[config.mk]
export PLATFORM = sky130hd
export DESIGN_NAME = exhaustive_sweeper_flat
export DESIGN_NICKNAME = d
export VERILOG_FILES = /design/src/rtl/exhaustive_sweeper_pkg.sv /design/src/rtl/exhaustive_sweeper_if.sv /design/src/rtl/exhaustive_sweeper_dwell_timer.sv /design/src/rtl/exhaustive_sweeper.sv /design/src/flat_wrapper.sv
export SDC_FILE = /design/constraint.sdc
export NUM_CORES = 1
export LEC_CHECK = 0
export CAP_MARGIN = 20
export CORE_UTILIZATION = 30
export DETAILED_ROUTE_END_ITERATION = 6
export MAX_ROUTING_LAYER = met4
export PLACE_DENSITY_LB_ADDON = 0.12
export SYNTH_ARGS = -nofsm -noshare
export SYNTH_HDL_FRONTEND = slang
export SYNTH_SLANG_ARGS = --single-unit
[constraint.sdc]
create_clock -name clk -period 4.6 [get_ports clk]
set_input_delay 0.92 -clock clk [delete_from_list [all_inputs] [get_ports clk]]
set_output_delay 0.92 -clock clk [all_outputs]
set_load 0.02 [all_outputs]
[src/rtl/exhaustive_sweeper_pkg.sv]
// Shared types and helpers for the exhaustive stimulus sweeper.
// Holds the FSM state encoding and the width helpers.
package sweep_pkg;

  typedef enum logic [1:0] {
    IDLE = 2'd0,
    RUN  = 2'd1,
    DONE = 2'd2
  } sweep_state_t;

  // Number of input vectors for a given input width.
  function automatic int nvec(input int in_w);
    return 1 << in_w;
  endfunction

  // Dwell counter width, never below one bit.
  function automatic int cnt_w(input int dwell);
    return (dwell > 1) ? $clog2(dwell) : 1;
  endfunction

endpackage

[src/rtl/exhaustive_sweeper_if.sv]
// Bundle between the sweeper and the surrounding bench/wrapper.
// slave = sweeper side, master = DUT/host side.
interface exhaustive_sweeper_if #(
  parameter int IN_W  = 3,
  parameter int OUT_W = 1
);

  localparam int NVEC = 1 << IN_W;

  logic                   start;
  logic [OUT_W-1:0]       dut_out;
  logic [NVEC*OUT_W-1:0]  expect_tbl;
  logic [IN_W-1:0]        stim;
  logic                   sample_valid;
  logic [IN_W-1:0]        sample_idx;
  logic [NVEC*OUT_W-1:0]  cap_tbl;
  logic                   busy;
  logic                   done;
  logic [IN_W:0]          mismatch_cnt;
  logic                   fail;
  logic [IN_W-1:0]        first_fail_idx;

  modport slave (
    input  start,
    input  dut_out,
    input  expect_tbl,
    output stim,
    output sample_valid,
    output sample_idx,
    output cap_tbl,
    output busy,
    output done,
    output mismatch_cnt,
    output fail,
    output first_fail_idx
  );

  modport master (
    output start,
    output dut_out,
    output expect_tbl,
    input  stim,
    input  sample_valid,
    input  sample_idx,
    input  cap_tbl,
    input  busy,
    input  done,
    input  mismatch_cnt,
    input  fail,
    input  first_fail_idx
  );

endinterface

[src/rtl/exhaustive_sweeper_dwell_timer.sv]
// Dwell timer: counts 0..DWELL-1 while enabled and wraps.
// last flags the final cycle of each dwell window.
module sweep_dwell_timer
  import sweep_pkg::*;
#(
  parameter int DWELL = 20
) (
  input  logic clk,
  input  logic rst,
  input  logic clr,
  input  logic en,
  output logic last
);

  localparam int CW = cnt_w(DWELL);
  localparam logic [CW-1:0] TOP = CW'(DWELL - 1);

  logic [CW-1:0] cnt_q;
  logic [CW-1:0] cnt_d;

  assign last = (cnt_q == TOP);

  // Next count: hold in clear, wrap at the end of a window.
  always_comb begin
    cnt_d = cnt_q;
    if (clr) begin
      cnt_d = '0;
    end else if (en) begin
      cnt_d = last ? '0 : cnt_q + CW'(1);
    end
  end

  // Count register.
  always_ff @(posedge clk) begin
    if (rst) begin
      cnt_q <= '0;
    end else begin
      cnt_q <= cnt_d;
    end
  end

endmodule

[src/rtl/exhaustive_sweeper.sv]
// Exhaustive stimulus engine: walks every input vector, captures
// the DUT response and scores it against an expected table.
module exhaustive_sweeper
  import sweep_pkg::*;
#(
  parameter int IN_W  = 3,
  parameter int OUT_W = 1,
  parameter int DWELL = 20
) (
  input  logic                 clk,
  input  logic                 rst,
  exhaustive_sweeper_if.slave  bus
);

  localparam int NVEC = nvec(IN_W);
  localparam int TW   = NVEC * OUT_W;
  localparam logic [IN_W-1:0] LAST_V = IN_W'(NVEC - 1);

  sweep_state_t    state_q;
  sweep_state_t    state_d;
  logic [IN_W-1:0] stim_q;
  logic [IN_W-1:0] stim_d;
  logic [TW-1:0]   cap_q;
  logic [TW-1:0]   cap_d;
  logic [IN_W:0]   mcnt_q;
  logic [IN_W:0]   mcnt_d;
  logic            fail_q;
  logic            fail_d;
  logic [IN_W-1:0] ffi_q;
  logic [IN_W-1:0] ffi_d;

  logic            t_clr;
  logic            t_en;
  logic            t_last;
  logic            sample;
  logic            hit;

  sweep_dwell_timer #(
    .DWELL (DWELL)
  ) u_timer (
    .clk  (clk),
    .rst  (rst),
    .clr  (t_clr),
    .en   (t_en),
    .last (t_last)
  );

  // FSM next state, vector stepping, capture and scoring.
  always_comb begin
    state_d = state_q;
    stim_d  = stim_q;
    cap_d   = cap_q;
    mcnt_d  = mcnt_q;
    fail_d  = fail_q;
    ffi_d   = ffi_q;
    t_clr   = 1'b1;
    t_en    = 1'b0;
    sample  = 1'b0;
    hit     = bus.dut_out !=
              bus.expect_tbl[stim_q*OUT_W +: OUT_W];
    unique case (state_q)
      IDLE, DONE: begin
        if (bus.start) begin
          state_d = RUN;
          stim_d  = '0;
          cap_d   = '0;
          mcnt_d  = '0;
          fail_d  = 1'b0;
          ffi_d   = '0;
        end
      end
      RUN: begin
        t_clr = 1'b0;
        t_en  = 1'b1;
        if (t_last) begin
          sample = 1'b1;
          cap_d[stim_q*OUT_W +: OUT_W] = bus.dut_out;
          if (hit) begin
            mcnt_d = mcnt_q + (IN_W+1)'(1);
            if (!fail_q) begin
              fail_d = 1'b1;
              ffi_d  = stim_q;
            end
          end
          if (stim_q == LAST_V) begin
            state_d = DONE;
            stim_d  = '0;
          end else begin
            stim_d = stim_q + IN_W'(1);
          end
        end
      end
      default: begin
        state_d = IDLE;
        stim_d  = '0;
      end
    endcase
  end

  // State and result registers.
  always_ff @(posedge clk) begin
    if (rst) begin
      state_q <= IDLE;
      stim_q  <= '0;
      cap_q   <= '0;
      mcnt_q  <= '0;
      fail_q  <= 1'b0;
      ffi_q   <= '0;
    end else begin
      state_q <= state_d;
      stim_q  <= stim_d;
      cap_q   <= cap_d;
      mcnt_q  <= mcnt_d;
      fail_q  <= fail_d;
      ffi_q   <= ffi_d;
    end
  end

  assign bus.stim           = stim_q;
  assign bus.sample_idx     = stim_q;
  assign bus.sample_valid   = sample;
  assign bus.cap_tbl        = cap_q;
  assign bus.busy           = (state_q == RUN);
  assign bus.done           = (state_q == DONE);
  assign bus.mismatch_cnt   = mcnt_q;
  assign bus.fail           = fail_q;
  assign bus.first_fail_idx = ffi_q;

endmodule

[src/flat_wrapper.sv]
// flat-port wrapper written by rule: the top's interface ports become plain ports
module exhaustive_sweeper_flat import sweep_pkg::*;
#(
  parameter int IN_W  = 3,
  parameter int OUT_W = 1,
  parameter int DWELL = 20
)
  (clk, rst, bus_start, bus_dut_out, bus_expect_tbl, bus_stim, bus_sample_valid, bus_sample_idx, bus_cap_tbl, bus_busy, bus_done, bus_mismatch_cnt, bus_fail, bus_first_fail_idx);
  exhaustive_sweeper_if #(.IN_W(IN_W), .OUT_W(OUT_W)) bus_i ();
  input  logic clk;
  input  logic rst;
  input wire logic [$bits(bus_i.start)-1:0] bus_start;
  input wire logic [$bits(bus_i.dut_out)-1:0] bus_dut_out;
  input wire logic [$bits(bus_i.expect_tbl)-1:0] bus_expect_tbl;
  output wire logic [$bits(bus_i.stim)-1:0] bus_stim;
  output wire logic [$bits(bus_i.sample_valid)-1:0] bus_sample_valid;
  output wire logic [$bits(bus_i.sample_idx)-1:0] bus_sample_idx;
  output wire logic [$bits(bus_i.cap_tbl)-1:0] bus_cap_tbl;
  output wire logic [$bits(bus_i.busy)-1:0] bus_busy;
  output wire logic [$bits(bus_i.done)-1:0] bus_done;
  output wire logic [$bits(bus_i.mismatch_cnt)-1:0] bus_mismatch_cnt;
  output wire logic [$bits(bus_i.fail)-1:0] bus_fail;
  output wire logic [$bits(bus_i.first_fail_idx)-1:0] bus_first_fail_idx;
  assign bus_i.start = bus_start;
  assign bus_i.dut_out = bus_dut_out;
  assign bus_i.expect_tbl = bus_expect_tbl;
  assign bus_stim = bus_i.stim;
  assign bus_sample_valid = bus_i.sample_valid;
  assign bus_sample_idx = bus_i.sample_idx;
  assign bus_cap_tbl = bus_i.cap_tbl;
  assign bus_busy = bus_i.busy;
  assign bus_done = bus_i.done;
  assign bus_mismatch_cnt = bus_i.mismatch_cnt;
  assign bus_fail = bus_i.fail;
  assign bus_first_fail_idx = bus_i.first_fail_idx;
  exhaustive_sweeper #(.IN_W(IN_W), .OUT_W(OUT_W), .DWELL(DWELL)) u_core (.clk(clk), .rst(rst), .bus(bus_i));
endmodule
==> results.yml, run 1 <==
yosys:
  synthesis.nets: 180
  syn_inst: 162
  synth_edf_count: 0
  yosysTopAreaCellShare_pct: 38.3
  ys_seq_area_share_pct: 38.3
  yosysTopAreaCell: "dfxtp_1"
  synth_area_mm2: 0.00136
  async_reset_ff_share_pct: 0
  postSynthAreaPerCell_um2: 8.40
  yosysWarnings: 0
  ys_top_cells_by_area: "dfxtp_1 (38%), a21oi_1 (7.0%), ha_1 (5.5%)"
  synth-seq-cells: 26
  netlist-cell-type-count: 41
  synth-main-ff-cell: "dfxtp_1"
placed_design:
  dpl_cell_area_mm2: 0.00174
  io_buffers: 36
  place_hpwl_um: 2350
  place.gp.congestion: 0.812
detailed_routing:
  drt_wl_total_um: 3120
  vias_per_cell: 4.99
  post_drt_wl_per_cell_um: 12.7
  dr_total_vias: 1228
  first_pass_iters: 4
  drt_iter0_drc: 38
  drc_errors: 0
  ant_nets: 0
worst_setup_path:
  crit_arrival_ns: 2.38
  max_stage_delay_ns: 0.56
  path_delay_family: "buffers and inverters"
  cp_cell_sequence: "nand2b_1 -> clkinv_1 -> nand2_1 -> inv_1 -> clkdlybuf4s50_1"
  cp_data_required_time_ns: 3.68
  crit_buf_inv: 3
  slowest_stage: "clkdlybuf4s50_1"
  crit_path_start_kind: "register"
  worst-path-max-fanout: 15
  worst-setup-path-type: "register to output port"
  crit_path_end_kind: "output port"
power:
  p_leak_uw: 0.000602
  p_int_uw: 359
  swShare_pct: 21.5
  power_density_mw_per_mm2: 252
  seq_power_share_pct: 49.8
  ir_worst_vdd_mv: 0.133
  p_switching_uw: 98.2
  power.combinational.fraction_pct: 8.2
  power_frac_clock_pct: 42.0
finish:
  syn_to_final_growth_pct: 33.4
  drive_gt1_share_pct: 6.19
  finalInstanceArea_mm2: 0.00181
  final_common_cell: "clkdlybuf4s50_1"
  antennaDiodeCount: 0
  layout_common_cells: "clkdlybuf4s50_1 (36), dfxtp_1 (26), a21oi_1 (19)"
  nNetsFinal: 213
clock_tree:
  cts_sinks: 26
  cts_resized: 0
  clockBufferDepth: 2
  cts_tree: "done"
  worstSkewPairLatency_ns: 0.27
  cts_post_setup_buffers_inserted: 0
  cts-root-buf: "clkbuf_8"
  hold_buffers: 0
  cts_buffers: 3
  cts_max_level: 1
  path_clk_slew_ns: 0.10
sta:
  finClkSkew_ns: 0.00501
  finalSetupTns_ns: 0
  hold_viol_final: 0
  slew_headroom_pct: 43.9
  max_freq_mhz: 303
  setup_viol: 0
  timing.final.crit_share_pct: 71.7
  post-route-min-period_ns: 3.30
  grt_setup_unrepaired: "false"
  maxSlewViolCount: 0
  worst_pin_slew_ns: 0.839
global_routing:
  grt_pass1_wl_um: 5390
  antenna_found_initial: 0
  grt_usage_pct: 14.1
  grt_max_degree: 25
  grt_pass1_vias: 1208
  grt_remaining_overflow: 0
hold_path:
  worstHoldPathType: "register to register"
status:
  outcome: "finished, final reports clean"
floorplan:
  fp.dieH_um: 69.3
  coreArea_mm2: 0.00435
  initial_utilization_pct: 31.2
  die_w_um: 69.3
  dieArea_mm2: 0.00481
  ios: 37
  row_count: 24
job:
  maxCapViolCount: 0
==> per-stage QoR <==
stage               hold WS [ns]  std cells  setup WS (ns)  total power, uW  utilization (%)
finish                     0.459        246           1.30              457             41.7
global route               0.490        246           1.10              474             41.7
CTS                        0.463        246           1.30              462             41.7
detailed placement         0.440        242           1.62              271             40.0
global placement           0.431        242           1.72              271             40.0
floorplan                  0.418        162           2.31              254                -
==> Yosys cell counts (all sizes together), types with 6 or more instances <==
| cell | count |
|---|---|
| nand3 | 7 |
| inv | 8 |
| nand2 | 14 |
| dfxtp | 26 |
| ha | 6 |
| nor3 | 7 |
| o21ai | 10 |
| nor2 | 17 |
| a21oi | 19 |
==> sequential cells by signal, summed over array words and instances, names as in the netlist <==
register,cells
u_core.bus.sample_idx,3
u_core.bus.first_fail_idx,3
u_core.bus.mismatch_cnt,4
u_core.bus.fail,1
u_core.u_timer.cnt_q,5
u_core.state_q,2
u_core.bus.cap_tbl,8
==> final timing paths <==
path	start	endpoint	slack (ns)	cells after the start
worst max-delay path	u_core.state_q[1]	bus_sample_valid	1.30	5
worst min-delay path	u_core.u_timer.cnt_q[0]	u_core.u_timer.cnt_q[0]	0.46	1
worst max register to register	u_core.state_q[1]	u_core.bus.cap_tbl[1]	2.06	7
worst min register to register	u_core.u_timer.cnt_q[0]	u_core.u_timer.cnt_q[0]	0.46	1
==> power groups by stage <==
stage / sequential (uW) / combinational, uW / clock (uW)
after global routing: 228 / 41.9 / 204
after detailed placement: 233 / 37.7 / 0
after floorplan: 233 / 21.3 / 0
after global placement: 233 / 37.7 / 0
after CTS: 228 / 37.8 / 196
final: 228 / 37.5 / 192
==> worst register-to-register path, cell delays in order (launching register included) <==
cell and delay (ns):
dfxtp_1 0.35, nand2b_1 0.45, clkinv_1 0.36, nand2_1 0.25
inv_1 0.13, nor2_1 0.56, o21ai_0 0.20, a21oi_1 0.15
==> logic make-up (layout without fill, tap and decap cells) <==
logic type,after synthesis,count (layout),share of synthesized area [%]
buffers and inverters,17,49,5.61
AOI/OAI and AO/OA,41,41,17.8
xor gates and xnor gates,4,4,3.13
adders and majority gates,6,6,5.52
and+or+nand+nor,62,62,23.1
muxes,6,6,6.53
DFF,26,26,38.3
==> layer usage <==
metal | vias up | track usage, % | wire [um]
li1 | 631 | - | -
met1 | 569 | 18.2 | 1630
met2 | 26 | 22.7 | 1380
met3 | 2 | 2.33 | 101
met4 | 0 | 4.08 | 19
met5 | - | - | 0
==> cell type report <==
cell class | count | area, um2
inverter | 9 | 33.8
fill | 427 | 2540
timing repair buffer | 36 | 360
tap | 52 | 65.1
sequential | 26 | 520
clock inverter | 1 | 30.0
multi-input combinational | 119 | 763
clock buffer | 3 | 41.3
No activity file was read; power rests on OpenSTA's default activity.
==> inputs of run 2 (changes only) <==
==> constraint.sdc (replaced) <==
create_clock -name clk -period 3.38 [get_ports clk]
set_input_delay 0.676 -clock clk [delete_from_list [all_inputs] [get_ports clk]]
set_output_delay 0.676 -clock clk [all_outputs]
set_load 0.02 [all_outputs]
==> run 2 against run 1 <==
Count of clock-buffer cells in the layout increased by 1. Non-clock buffer count up 1. Largest cell class unchanged. Sequential share of layout area is 0.14 points higher. Worst hold slack better by 0.0059 ns. Sequential power is 36% higher. Clock power up 7%. First-iteration DRC count is 47% lower. Largest power group unchanged. Clock skew up 0.00084 ns. Total power is 25% higher. Flip-flop and latch count is the same. Critical path depth is the same. Cell count increased by 0.41%.
==> results.yml, run 2 (same netlist as run 1, synthesis figures left out) <==
sta:
  setup_viol: 0
  hold_viol_final: 0
  max_freq_mhz: 325
  timing.final.crit_share_pct: 91.0
  maxSlewViolCount: 0
  finClkSkew_ns: 0.00585
  grt_setup_unrepaired: "false"
  worst_pin_slew_ns: 0.673
  post-route-min-period_ns: 3.08
  fin_hold_ws_ns: 0.465
  slew_headroom_pct: 55.0
  finalSetupTns_ns: 0
global_routing:
  grt_pass1_wl_um: 5640
  grt_max_degree: 24
  grt_remaining_overflow: 0
  antenna_found_initial: 0
  grt_usage_pct: 14.7
  grt_pass1_vias: 1209
power:
  power.combinational.fraction_pct: 9.3
  ir_worst_vdd_mv: 0.161
  power_density_mw_per_mm2: 315
  p_switching_uw: 134
  swShare_pct: 23.6
  p_leak_uw: 0.000600
  finalPower_uw: 569
  p_int_uw: 435
  seq_power_share_pct: 54.4
  power_frac_clock_pct: 36.2
clock_tree:
  hold_buffers: 0
  path_clk_slew_ns: 0.10
  cts_post_setup_buffers_inserted: 0
  cts_buffers: 3
  cts_max_level: 1
  cts_sinks: 26
  worstSkewPairLatency_ns: 0.27
  cts-root-buf: "clkbuf_8"
  cts_tree: "done"
  clockBufferDepth: 2
  cts_resized: 0
detailed_routing:
  post_drt_wl_per_cell_um: 13.5
  vias_per_cell: 5.13
  dr_total_vias: 1267
  drt_wl_total_um: 3340
  first_pass_iters: 4
  drc_errors: 0
  drt_iter0_drc: 20
  ant_nets: 0
hold_path:
  hold_depth: 2
  worstHoldPathType: "register to register"
  hold_path_end: "u_core.bus.first_fail_idx[0]"
  hp-start: "u_core.bus.first_fail_idx[0]"
floorplan:
  fp.dieH_um: 69.3
  ios: 37
  coreArea_mm2: 0.00435
  die_w_um: 69.3
  row_count: 24
  initial_utilization_pct: 31.2
  dieArea_mm2: 0.00481
placed_design:
  place_hpwl_um: 2500
  io_buffers: 36
  place.gp.congestion: 0.813
finish:
  syn_to_final_growth_pct: 32.8
  antennaDiodeCount: 0
  final_common_cell: "clkdlybuf4s50_1"
  fillCellCount: 451
  multiInputGateArea_um2: 763
  fin_util_pct: 41.5
  largest_reg_flops: 8
  seq_area_um2: 520
  drive_gt1_share_pct: 6.67
  nNetsFinal: 214
  layout_common_cells: "clkdlybuf4s50_1 (36), dfxtp_1 (26), a21oi_1 (19)"
status:
  outcome: "finished, final reports clean"
worst_setup_path:
  worst-path-max-fanout: 15
  cp_data_required_time_ns: 2.70
  slowest_stage: "clkdlybuf4s50_1"
  ff2ff_path_depth: 7
  rrSetupSlack_ns: 0.84
  r2r-start: "u_core.state_q[1]"
  rr_endpoint: "u_core.bus.cap_tbl[6]"
  max_stage_delay_ns: 0.56
  crit_path_end_kind: "output port"
  crit_path_start_kind: "register"
  crit_arrival_ns: 2.40
  worst-setup-path-type: "register to output port"
  cp_cell_sequence: "nand2b_1 -> clkinv_1 -> nand2_1 -> inv_1 -> clkdlybuf4s50_1"
job:
  maxCapViolCount: 0
run 2: cell count changes in the layout (fill, tap and decap cells not counted), sizes merged:
cell / delta
buf: +1
bufinv: -1
clkbuf: +1
run 2: area by class of cell:
class                      count  share of cell area, %
inverter                       9                   1.87
multi-input combinational    119                   42.3
clock buffer                   4                   3.05
timing repair buffer          37                   20.4
sequential                    26                   28.8
tap                           52                   3.60
run 2: power groups by stage:
| stage | sequential (uW) | clock (uW) | combinational [uW] |
|---|---|---|---|
| floorplan | 317 | 0 | 28.9 |
| global placement | 317 | 0 | 52.6 |
| detailed placement | 317 | 0 | 53.6 |
| CTS | 310 | 212 | 53.6 |
| global route | 310 | 228 | 58.8 |
| finish | 310 | 206 | 53.2 |
run 2: how the worst max path moves through the flow:
stage / startpoint / endpoint / depth (start not counted)
floorplan: u_core.bus.sample_idx[0] / u_core.bus.mismatch_cnt[0] / 6
global placement: u_core.state_q[1] / bus_sample_valid / 5
detailed placement: u_core.state_q[1] / bus_sample_valid / 5
CTS: u_core.state_q[1] / bus_sample_valid / 5
global route: u_core.state_q[1] / bus_sample_valid / 5
finish: u_core.state_q[1] / bus_sample_valid / 5
run 2: layer usage:
| metal | global-route usage (%) | part of all wire, % |
|---|---|---|
| met4 | 5.67 | 1.3 |
| met1 | 19.9 | 50 |
| met3 | 2.33 | 4.2 |
| met2 | 22.2 | 44 |
| met5 | - | 0 |
run 2: critical path, delay by kind of cell (launching register included):
family,cells,cell delay [ns]
buf+inv,3,1.06
simple gates,2,0.71
flops,1,0.35
run 2: metrics by stage:
stage	setup slack, ns	std cells	cell area, um2
global placement	0.765	243	1750
finish	0.304	247	1810
floorplan	1.25	162	1360
CTS	0.314	247	1810
detailed placement	0.635	243	1750
global route	0.114	247	1810
==> inputs of run 3 (changes only) <==
--- a/config.mk
+++ b/config.mk
@@ -9,7 +9,6 @@
 export CORE_UTILIZATION = 30
 export DETAILED_ROUTE_END_ITERATION = 6
 export MAX_ROUTING_LAYER = met4
-export PLACE_DENSITY_LB_ADDON = 0.12
 export SYNTH_ARGS = -nofsm -noshare
 export SYNTH_HDL_FRONTEND = slang
 export SYNTH_SLANG_ARGS = --single-unit
==> run 3 against run 2 <==
The run now ends with DRC left. Sequential power about the same. Design area up 0.42%. Worst hold slack got worse by 0.014 ns. Highest routed layer unchanged. Cell count is 0.40% higher. Setup slack better by 0.24 ns. Core utilization is 0.17 points higher. Largest power group unchanged. Critical path type unchanged. First-iteration DRC count rose by 140%.
==> results.yml, run 3 (same netlist as run 1, synthesis figures left out) <==
placed_design:
  io_buffers: 36
  pre_cts_ws_ns: 0.830
  dpl_cell_area_mm2: 0.00176
  place_hpwl_um: 2280
  place.gp.congestion: 0.729
sta:
  maxSlewViolCount: 0
  slew_headroom_pct: 54.5
  grt_setup_unrepaired: "false"
  hold_viol_final: 0
  setup_viol: 0
  finalSetupTns_ns: 0
  timing.final.crit_share_pct: 84.0
  finClkSkew_ns: 0.00421
  fin_ws_ns: 0.540
  worst_pin_slew_ns: 0.679
  fin_hold_ws_ns: 0.451
  max_freq_mhz: 352
  post-route-min-period_ns: 2.84
status:
  outcome: "finished with violations"
  violations: "DRC"
floorplan:
  ios: 37
  initial_utilization_pct: 31.2
  fp.dieH_um: 69.3
  row_count: 24
  dieArea_mm2: 0.00481
  die_w_um: 69.3
  coreArea_mm2: 0.00435
global_routing:
  antenna_found_initial: 0
  grt_usage_pct: 14.0
  grt_remaining_overflow: 0
  grt_pass1_wl_um: 5480
  grt_pass1_vias: 1245
  grt_max_degree: 25
clock_tree:
  clockBufferDepth: 2
  cts_tree: "done"
  cts_sinks: 26
  cts_post_setup_buffers_inserted: 0
  worstSkewPairLatency_ns: 0.27
  cts_resized: 0
  cts_buffers: 3
  hold_buffers: 0
  path_clk_slew_ns: 0.09
  cts_max_level: 1
  cts-root-buf: "clkbuf_8"
detailed_routing:
  vias_per_cell: 5.08
  drt_wl_total_um: 3150
  drt_iter0_drc: 48
  dr_total_vias: 1261
  post_drt_wl_per_cell_um: 12.7
  ant_nets: 0
  drc_errors: 1
  first_pass_iters: 6
finish:
  fillCellCount: 436
  layout_common_cells: "clkdlybuf4s50_1 (36), dfxtp_1 (26), a21oi_1 (19)"
  nNetsFinal: 215
  antennaDiodeCount: 0
  finalInstanceArea_mm2: 0.00181
  final_common_cell: "clkdlybuf4s50_1"
  syn_to_final_growth_pct: 33.3
  largest_reg_flops: 8
  drive_gt1_share_pct: 7.14
hold_path:
  hold_path_end: "u_core.u_timer.cnt_q[0]"
  hold_depth: 1
  worstHoldPathType: "register to register"
  hp-start: "u_core.u_timer.cnt_q[0]"
power:
  power_density_mw_per_mm2: 312
  p_leak_uw: 0.000604
  finalPower_uw: 566
  ir_worst_vdd_mv: 0.166
worst_setup_path:
  crit_arrival_ns: 2.16
  crit_path_start_kind: "register"
  rrSetupSlack_ns: 1.12
  worst-path-max-fanout: 7
  cp_data_required_time_ns: 2.70
  crit_path_end_kind: "output port"
  critPathLaunch: "u_core.u_timer.cnt_q[0]"
  r2r-start: "u_core.state_q[1]"
  ff2ff_path_depth: 8
  worst-setup-path-type: "register to output port"
  rr_endpoint: "u_core.bus.mismatch_cnt[3]"
job:
  maxCapViolCount: 0
## run 3: cell count changes in the layout (fill, tap and decap cells not counted)
cell,previous run,this run
buf_4,1,2
## run 3: per-layer routing
metal	global-route usage [%]	share of wire, %
met2	22.4	44
met3	1.89	4.1
met1	17.9	50
met4	5.44	1.2
met5	-	0
## run 3: cell type report
cell class / instances / area [um2] / share of cell area [%]
repair buffers: 38 / 375 / 20.7
multi-input cells: 119 / 763 / 42.1
well taps: 52 / 65.1 / 3.59
clock buffers: 4 / 55.1 / 3.04
flip-flops and latches: 26 / 520 / 28.7
inverters: 9 / 33.8 / 1.86
## run 3: how the worst max path moves through the flow
stage                                             to
after CTS                           bus_sample_valid
final                               bus_sample_valid
after global placement              bus_sample_valid
after global routing                bus_sample_valid
after detailed placement  u_core.bus.mismatch_cnt[0]
after floorplan           u_core.bus.mismatch_cnt[0]
## run 3: worst max-delay path, cell delays in order (launching register included)
cell and delay, ns:
dfxtp_1 0.36, ha_1 0.23, and4bb_2 0.34, nand2_1 0.16, inv_1 0.15, clkdlybuf4s50_1 0.64
## run 3: power by group
| part | switching [uW] | total, uW | internal [uW] |
|---|---|---|---|
| registers | 1.91 | 310 | 308 |
| logic | 30.4 | 54.3 | 23.9 |
| clock network | 98.1 | 202 | 104 |
| total | 130 | 566 | 436 |
## run 3: per-stage QoR
| step | cells | util (%) |
|---|---|---|
| global route | 248 | 41.6 |
| CTS | 248 | 41.6 |
| global placement | 244 | 40.4 |
| floorplan | 162 | - |
| detailed placement | 244 | 40.4 |
| finish | 248 | 41.6 |
